[config.mk]
export PLATFORM = sky130hd
export DESIGN_NAME = iterative_shift_unit_flat
export DESIGN_NICKNAME = d
export VERILOG_FILES = /design/src/rtl/iterative_shift_unit_if.sv /design/src/rtl/iterative_shift_unit.sv /design/src/flat_wrapper.sv
export SDC_FILE = /design/constraint.sdc
export NUM_CORES = 1
export LEC_CHECK = 0
export ABC_AREA = 1
export CORE_MARGIN = 2
export CORE_UTILIZATION = 45
export DETAILED_ROUTE_END_ITERATION = 10
export GPL_ROUTABILITY_DRIVEN = 0
export PLACE_DENSITY = 0.7
export SLEW_MARGIN = 30
export SYNTH_ARGS = -nofsm -noshare
export SYNTH_HDL_FRONTEND = slang
export SYNTH_SLANG_ARGS = --single-unit
[constraint.sdc]
create_clock -name clk -period 2.2 [get_ports clk]
set_input_delay 0.22 -clock clk [delete_from_list [all_inputs] [get_ports clk]]
set_output_delay 0.22 -clock clk [all_outputs]
set_load 0.1 [all_outputs]
[src/rtl/iterative_shift_unit_if.sv]
// Request/response bundle between the datapath and the iterative shifter.
interface iterative_shift_unit_if #(
  parameter int WIDTH       = 32,
  parameter int SHAMT_WIDTH = 5
) ();
  logic                   start;
  logic [1:0]             op;
  logic [SHAMT_WIDTH-1:0] shamt;
  logic [WIDTH-1:0]       data_in;
  logic                   busy;
  logic                   done;
  logic [WIDTH-1:0]       result;

  modport master (
    output start, op, shamt, data_in,
    input  busy, done, result
  );

  modport slave (
    input  start, op, shamt, data_in,
    output busy, done, result
  );
endinterface

[src/rtl/iterative_shift_unit.sv]
// Multi-cycle shifter: SLL/SRL/SRA/ROR, one bit position per clock.
//
// state   | meaning
// --------+---------------------------------------------------------
// S_IDLE  | waiting for start; operands latched on start
// S_SHIFT | one-bit shift per cycle while the down-counter runs out
// S_DONE  | single-cycle done pulse; result already registered
module iterative_shift_unit #(
  parameter int WIDTH       = 32,
  parameter int SHAMT_WIDTH = 5
) (
  input  logic                  clk,
  input  logic                  rst,
  iterative_shift_unit_if.slave bus
);

  localparam logic [1:0] OP_SLL = 2'b00;
  localparam logic [1:0] OP_SRL = 2'b01;
  localparam logic [1:0] OP_SRA = 2'b10;

  typedef enum logic [1:0] {
    S_IDLE  = 2'd0,
    S_SHIFT = 2'd1,
    S_DONE  = 2'd2
  } state_t;

  state_t                 state_q, state_d;
  logic [WIDTH-1:0]       work_q, work_d;
  logic [SHAMT_WIDTH-1:0] count_q, count_d;
  logic [1:0]             op_q, op_d;
  logic [WIDTH-1:0]       result_q, result_d;
  logic                   done_q, done_d;
  logic [WIDTH-1:0]       shifted;

  // One-bit shift stage applied to the work register.
  always_comb begin
    shifted = work_q;
    case (op_q)
      OP_SLL:  shifted = {work_q[WIDTH-2:0], 1'b0};
      OP_SRL:  shifted = {1'b0, work_q[WIDTH-1:1]};
      OP_SRA:  shifted = {work_q[WIDTH-1], work_q[WIDTH-1:1]};
      default: shifted = {work_q[0], work_q[WIDTH-1:1]};
    endcase
  end

  // Next-state, datapath and registered-output logic.
  always_comb begin
    state_d  = state_q;
    work_d   = work_q;
    count_d  = count_q;
    op_d     = op_q;
    result_d = result_q;
    done_d   = 1'b0;
    case (state_q)
      S_IDLE: begin
        if (bus.start) begin
          work_d  = bus.data_in;
          count_d = bus.shamt;
          op_d    = bus.op;
          if (bus.shamt == '0) begin
            // Zero shift: result is the operand itself, straight to DONE.
            state_d  = S_DONE;
            result_d = bus.data_in;
            done_d   = 1'b1;
          end else begin
            state_d = S_SHIFT;
          end
        end
      end
      S_SHIFT: begin
        work_d  = shifted;
        count_d = count_q - 1'b1;
        if (count_q == SHAMT_WIDTH'(1)) begin
          state_d  = S_DONE;
          result_d = shifted;
          done_d   = 1'b1;
        end
      end
      S_DONE: begin
        state_d = S_IDLE;
      end
      default: begin
        state_d = S_IDLE;
      end
    endcase
  end

  // State and datapath registers with synchronous reset.
  always_ff @(posedge clk) begin
    if (rst) begin
      state_q  <= S_IDLE;
      work_q   <= '0;
      count_q  <= '0;
      op_q     <= '0;
      result_q <= '0;
      done_q   <= 1'b0;
    end else begin
      state_q  <= state_d;
      work_q   <= work_d;
      count_q  <= count_d;
      op_q     <= op_d;
      result_q <= result_d;
      done_q   <= done_d;
    end
  end

  assign bus.busy   = (state_q != S_IDLE);
  assign bus.done   = done_q;
  assign bus.result = result_q;

endmodule

[src/flat_wrapper.sv]
// flat-port wrapper written by rule: the top's interface ports become plain ports
module iterative_shift_unit_flat 
#(
  parameter int WIDTH       = 32,
  parameter int SHAMT_WIDTH = 5
)
  (clk, rst, bus_start, bus_op, bus_shamt, bus_data_in, bus_busy, bus_done, bus_result);
  iterative_shift_unit_if #(.WIDTH(WIDTH), .SHAMT_WIDTH(SHAMT_WIDTH)) bus_i ();
  input  logic clk;
  input  logic rst;
  input wire logic [$bits(bus_i.start)-1:0] bus_start;
  input wire logic [$bits(bus_i.op)-1:0] bus_op;
  input wire logic [$bits(bus_i.shamt)-1:0] bus_shamt;
  input wire logic [$bits(bus_i.data_in)-1:0] bus_data_in;
  output wire logic [$bits(bus_i.busy)-1:0] bus_busy;
  output wire logic [$bits(bus_i.done)-1:0] bus_done;
  output wire logic [$bits(bus_i.result)-1:0] bus_result;
  assign bus_i.start = bus_start;
  assign bus_i.op = bus_op;
  assign bus_i.shamt = bus_shamt;
  assign bus_i.data_in = bus_data_in;
  assign bus_busy = bus_i.busy;
  assign bus_done = bus_i.done;
  assign bus_result = bus_i.result;
  iterative_shift_unit #(.WIDTH(WIDTH), .SHAMT_WIDTH(SHAMT_WIDTH)) u_core (.clk(clk), .rst(rst), .bus(bus_i));
endmodule
Word-level counts from Yosys, hierarchy flattened
Index checks and enable logic that the tools add are counted.

storage, ports and cells
  output and inout port bits = 34
  flip-flop bits (word level) = 74
  word-level logic and storage cells = 40

cells by class
  muxes and demuxes = 17
  add/sub/neg operators = 1
  equal/unequal tests = 7
  reduce and logical (&&, ||, !) cells = 9

operator list
  operator             count
  $mux 32              4
  $pmux 32 s2          2
  $pmux 32 s3          1
  $pmux 5 s2           1
  $mux 2               3
  $reduce_and 2->1     3
  $eq 5x1->1 const B   1
  $logic_not 5->1      1
  $mux 5               1
  $sub 5x1->5 const B  1
  $eq 2x1->1 const B   2
  $logic_not 2->1      2
  $ne 2x1->1 const B   2
  $pmux 2 s2           1
  $reduce_and 4->1     1
  $reduce_bool 2->1    2
  $mux 1               3
  $eq 2x2->1 const B   1
  $ne 2x2->1 const B   1
  $pmux 1 s2           1

Depth between registers and ports, before layout
  word-level depth = 4
  gate-level depth with buffers = 11
  gate-level depth less buffers = 10

Least setup slack after synthesis
Ideal clock, no wire load.

  path kind = register to register
  start = register u_core.count_q[1]
  end = register u_core.result_q[31], in the netlist u_core.bus.result[31]
  required time = 2087 ps
  library setup time = 113 ps
  slack = 850 ps
  cell stages (with the launch flop) = 11
  data arrival time = 1237 ps
  cell sequence = dfxtp_1 -> inv_1 -> ha_1 -> inv_1 -> nor2_1 -> nand3_1 -> nand2_2 -> nand2_2 -> buf_2 -> nor2_1 -> nor2_1

on the way
  word-level cells in the longest chain between the ends = 3

ends and longest elaborated chain
  what                               RTL line                     text
  start, declared                    iterative_shift_unit.sv:29   logic [SHAMT_WIDTH-1:0] count_q, count_d;
  start signal, assigned             iterative_shift_unit.sv:100  count_q <= count_d;
  $eq 5x1->1                         iterative_shift_unit.sv:73   if (count_q == SHAMT_WIDTH'(1)) begin
  $ne 2x1->1 (no source line)        --
  $reduce_and 4->1 (no source line)  --
  end signal, assigned               iterative_shift_unit.sv:102  result_q <= result_d;
  end, declared                      iterative_shift_unit.sv:31   logic [WIDTH-1:0] result_q, result_d;

No other way between the ends.
A chain may end at the register's enable or synchronous reset.

Worst setup path after layout
  start = register u_core.state_q[0]
  end = register u_core.result_q[9], in the netlist u_core.bus.result[9]

on the way
  word-level cells in the longest chain between the ends = 3

ends and longest elaborated chain
  what                                                 RTL line                    text
  start, declared                                      iterative_shift_unit.sv:27  state_t state_q, state_d;
  start signal, assigned                               iterative_shift_unit.sv:98  state_q <= state_d;
  $eq 2x1->1 or $logic_not 2->1 (tied branches)        iterative_shift_unit.sv:54  case (state_q)
  $ne 2x1->1 (no source line) (tied with other cells)  --
  $reduce_and 4->1 (no source line)                    --

Parallel ways exist; a longest one is shown, timed or not.

==> summary by stage <==
CTS
The CTS H-tree depth is 3. The number of buffers inserted for hold repair after clock tree synthesis is 0. The total number of clock tree sinks is 74. TritonCTS built the clock tree. No sink is reached through more buffers than the 2 on the longest clock path. Clock latency on the worst-skew pair, taken at its later pin, is 0.34 ns.

After clock tree synthesis, the clock-pin slew on the worst setup and hold paths is 0.08 ns. The master cell of the clock root buffer is clkbuf_8. The clock buffer count from CTS is 9. Buffers added to address setup during post-CTS repair amount to 0. The number of cells upsized or downsized after cts is 0.

Global routing
Entering global routing, the biggest net connects 70 pins. The number of global-route vias before repair is 3497. The global route total overflow is 0. Across every metal layer, demand over resource in global routing totals 0.2060. The first-pass GRT wire length is 15.19 mm. The initial antenna violation count is 0.

STA
Setup violations remaining at the end of the flow were counted as 0. The number of failing hold endpoints at the final stage is 0. The setup TNS after final layout is 0 ns.

The final max-slew violation count is 0. For the final database, setup skew stands at 0.01032 ns. For the pin with the worst max-slew slack, the measured transition is 0.4558 ns. The maximum clock frequency is 576.2 MHz. The worst pin sits at a relative slew slack of 0.6954.

For the finished layout, the period the worst path requires is 1.735 ns. Setup repair after global routing left no endpoint under its margin. In the finished design, the share of the clock period the worst path needs comes to 0.7888.

Critical path
The critical path goes through inv_2 -> nor2_2 -> nand3_1 -> nand2_2 -> nand2_2 -> buf_4 -> nand2_1 -> nand2_1 -> nor2_1. The required time of the critical path is 2.48 ns. The largest stage delay on the critical path is 0.51 ns. Counting both buffers and inverters, the worst setup path holds a total of 2. The number of cells on the worst reg-to-reg path is 9. The critical register-to-register path endpoint is u_core.bus.result[9]. The critical setup path kind is reg -> reg. The gate family responsible for the most delay along the worst path is simple AND/OR/NAND/NOR gates. Setup slack on the worst reg-to-reg path comes out at 0.46 ns.

STA puts the critical path data arrival time at 2.01 ns. The capturing element type of the critical path is a flop. The worst setup path is launched from a flop. The worst register-to-register path begins at u_core.state_q[0].

The slowest stage of the critical path is the dfxtp_1 cell. The maximum fanout encountered on the critical timing path is 31.

Routing
The number of design-rule violations left by the first detailed-router iteration is 189. In the final routed layout, each cell accounts on average for 11.00 um. Once detail routing completed, the nets flagged for antenna violations numbered 0. After detailed routing, the number of remaining DRC violations is 0.

The total routed wirelength is 8.818 mm. The routed layout has 3799 vias. The first detailed-routing pass ran for 4 iterations. After detailed routing, the number of vias per cell comes to 4.737.

Synth
In this run the mean area of a mapped cell was 6.033 um^2. Yosys mapped the design onto 21 distinct sky130hd cell types. The synthesized net count is 672. The share of the Yosys chip area taken by registers is 0.3910. The count of mapped cells out of synthesis is 628.

The synthesized area is 0.003789 mm^2. The Yosys step of the flow raised 0 warnings. The register bit count reported by yosys is 74.

Die
The die is 95.76 um tall. The floorplan core area is 0.008175 mm^2. The floorplan step defined a die boundary enclosing 0.009169 mm^2. Row generation in the floorplan step produced 33 rows. The initial utilization of the core area, before any placement, comes to 0.4634. In this run the count of I/O pins placed on the die edge is 76. From left edge to right edge, the die measures 95.76 um.

Placement
The detailed-placement wirelength estimate is 5.935 mm. The count of port buffers added during placement is 75.

Finish
Counting the fill cells in the layout gives 834. The total inserted antenna cells is 0. The layout overhead on the synthesized area is 25.50%.

Of the cells placed in the final design, the portion with a size suffix greater than 1 is 0.09756. The multi-input combinational cells in the finished layout cover a total of 0.001754 mm^2. The area used by sequential logic in the layout is 0.001481 mm^2. In the final design database the tool counted 736 nets.

Hold path
The worst min-delay path class is in -> reg. The worst hold path terminates at u_core.op_q[1]. The instance count along the most critical hold path is 3. The worst hold path begins at bus_op[1].

Power
The peak ir drop on the vdd network is 374.3 uV. Total power for the finished layout comes to 4.111 mW. The static leakage power is 2.634 nW. Dividing total power by cell area gives a power density of 864.7 mW/mm^2.

Run status
The run finished with clean final reports.

Flow run
The tool flagged a number of max-cap violations equal to 0.
==> cell usage in the layout (no fill, tap or decap), types with 3 or more instances in the layout <==
cell,synthesis,final
a21oi_1,39,39
buf_4,4,43
clkbuf_8,0,11
clkdlybuf4s50_1,0,41
dfxtp_1,74,74
inv_1,106,106
nand2_1,205,205
nand3_1,44,44
nor2_1,78,76
nor2_2,1,3
o21ai_0,6,6
o21ai_1,30,29
==> cells by family (layout without fill, tap and decap cells) <==
| kind of cell | Yosys count | after routing | synth area share |
|---|---|---|---|
| flip-flops | 74 | 74 | 0.3910 |
| buffers and inverters | 142 | 211 | 0.1503 |
| adder cells (fa/ha/maj) | 2 | 2 | 0.006604 |
| AO/OA/AOI/OAI | 79 | 79 | 0.1067 |
| AND/OR/NAND/NOR | 331 | 331 | 0.3454 |
==> per-stage QoR <==
stage,cells,setup slack [ns],util,area [um^2],hold WS [ns]
floorplan,628,0.8498,-,3789,0.3629
global placement,786,0.4995,0.5565,4549,0.4757
detailed placement,786,0.4584,0.5565,4549,0.4822
CTS,802,0.4449,0.5816,4755,0.4709
global route,802,0.2820,0.5816,4755,0.4732
finish,802,0.4646,0.5816,4755,0.4728
==> cell type report <==
type	instances	area share
multi-input cells	412	0.3689
flip-flops and latches	74	0.3116
inverters	109	0.08605
clock inverters	4	0.01053
clock buffers	12	0.03263
well taps	105	0.02763
repair buffers	86	0.1626
==> routing by layer <==
metal | share of wire | vias up | global-route usage
li1 | - | 2013 | -
met1 | 0.47 | 1681 | 0.2648
met2 | 0.47 | 98 | 0.3561
met3 | 0.055 | 7 | 0.03054
met4 | 0.010 | 0 | 0.06429
met5 | 0 | - | 0
==> cell usage after synthesis (all sizes together) <==
master | n | area, um^2
o211ai | 2 | 15.01
nand2 | 207 | 782.0
nand3 | 44 | 220.2
nor2 | 79 | 299.0
inv | 108 | 405.4
a21oi | 39 | 195.2
a211oi | 1 | 7.510
clkbuf | 17 | 63.81
ha | 2 | 25.02
clkinv | 1 | 3.750
buf | 16 | 96.34
nand3b | 1 | 7.510
a31oi | 1 | 6.260
dfxtp | 74 | 1481
o21ai | 36 | 180.2
==> worst max-delay path by stage <==
stage	to	depth (start not counted)	slack, ns	from
3_3_place_gp	u_core.bus.result[1]	8	0.50	u_core.state_q[0]
2_1_floorplan	u_core.bus.result[31]	10	0.85	u_core.count_q[1]
5_1_grt	u_core.bus.result[30]	9	0.28	u_core.state_q[0]
3_5_place_dp	u_core.bus.result[10]	9	0.46	bus_shamt[1]
4_1_cts	u_core.bus.result[9]	9	0.44	u_core.state_q[0]
6_report	u_core.bus.result[9]	9	0.46	u_core.state_q[0]
==> worst min-delay path, delay by kind of cell <==
family / cells / cell delay [ns]
AND/OR/NAND/NOR: 1 / 0.08
AO/OA/AOI/OAI: 1 / 0.06
buffers and inverters: 1 / 0.41
==> report_power, final <==
group | total, mW | internal (mW) | switching (mW)
Sequential | 1.56 | 1.49 | 0.0701
Clock | 1.09 | 0.585 | 0.505
Combinational | 1.46 | 0.416 | 1.04
Total | 4.11 | 2.49 | 1.62
==> state kept, by name (all words and copies together), names as in the netlist <==
| signal | cells |
|---|---|
| u_core.state_q | 2 |
| u_core.work_q | 32 |
| u_core.op_q | 2 |
| u_core.bus.result | 32 |
| u_core.count_q | 5 |
| u_core.bus.done | 1 |
Note: power is estimated with default switching activity, not from simulation.
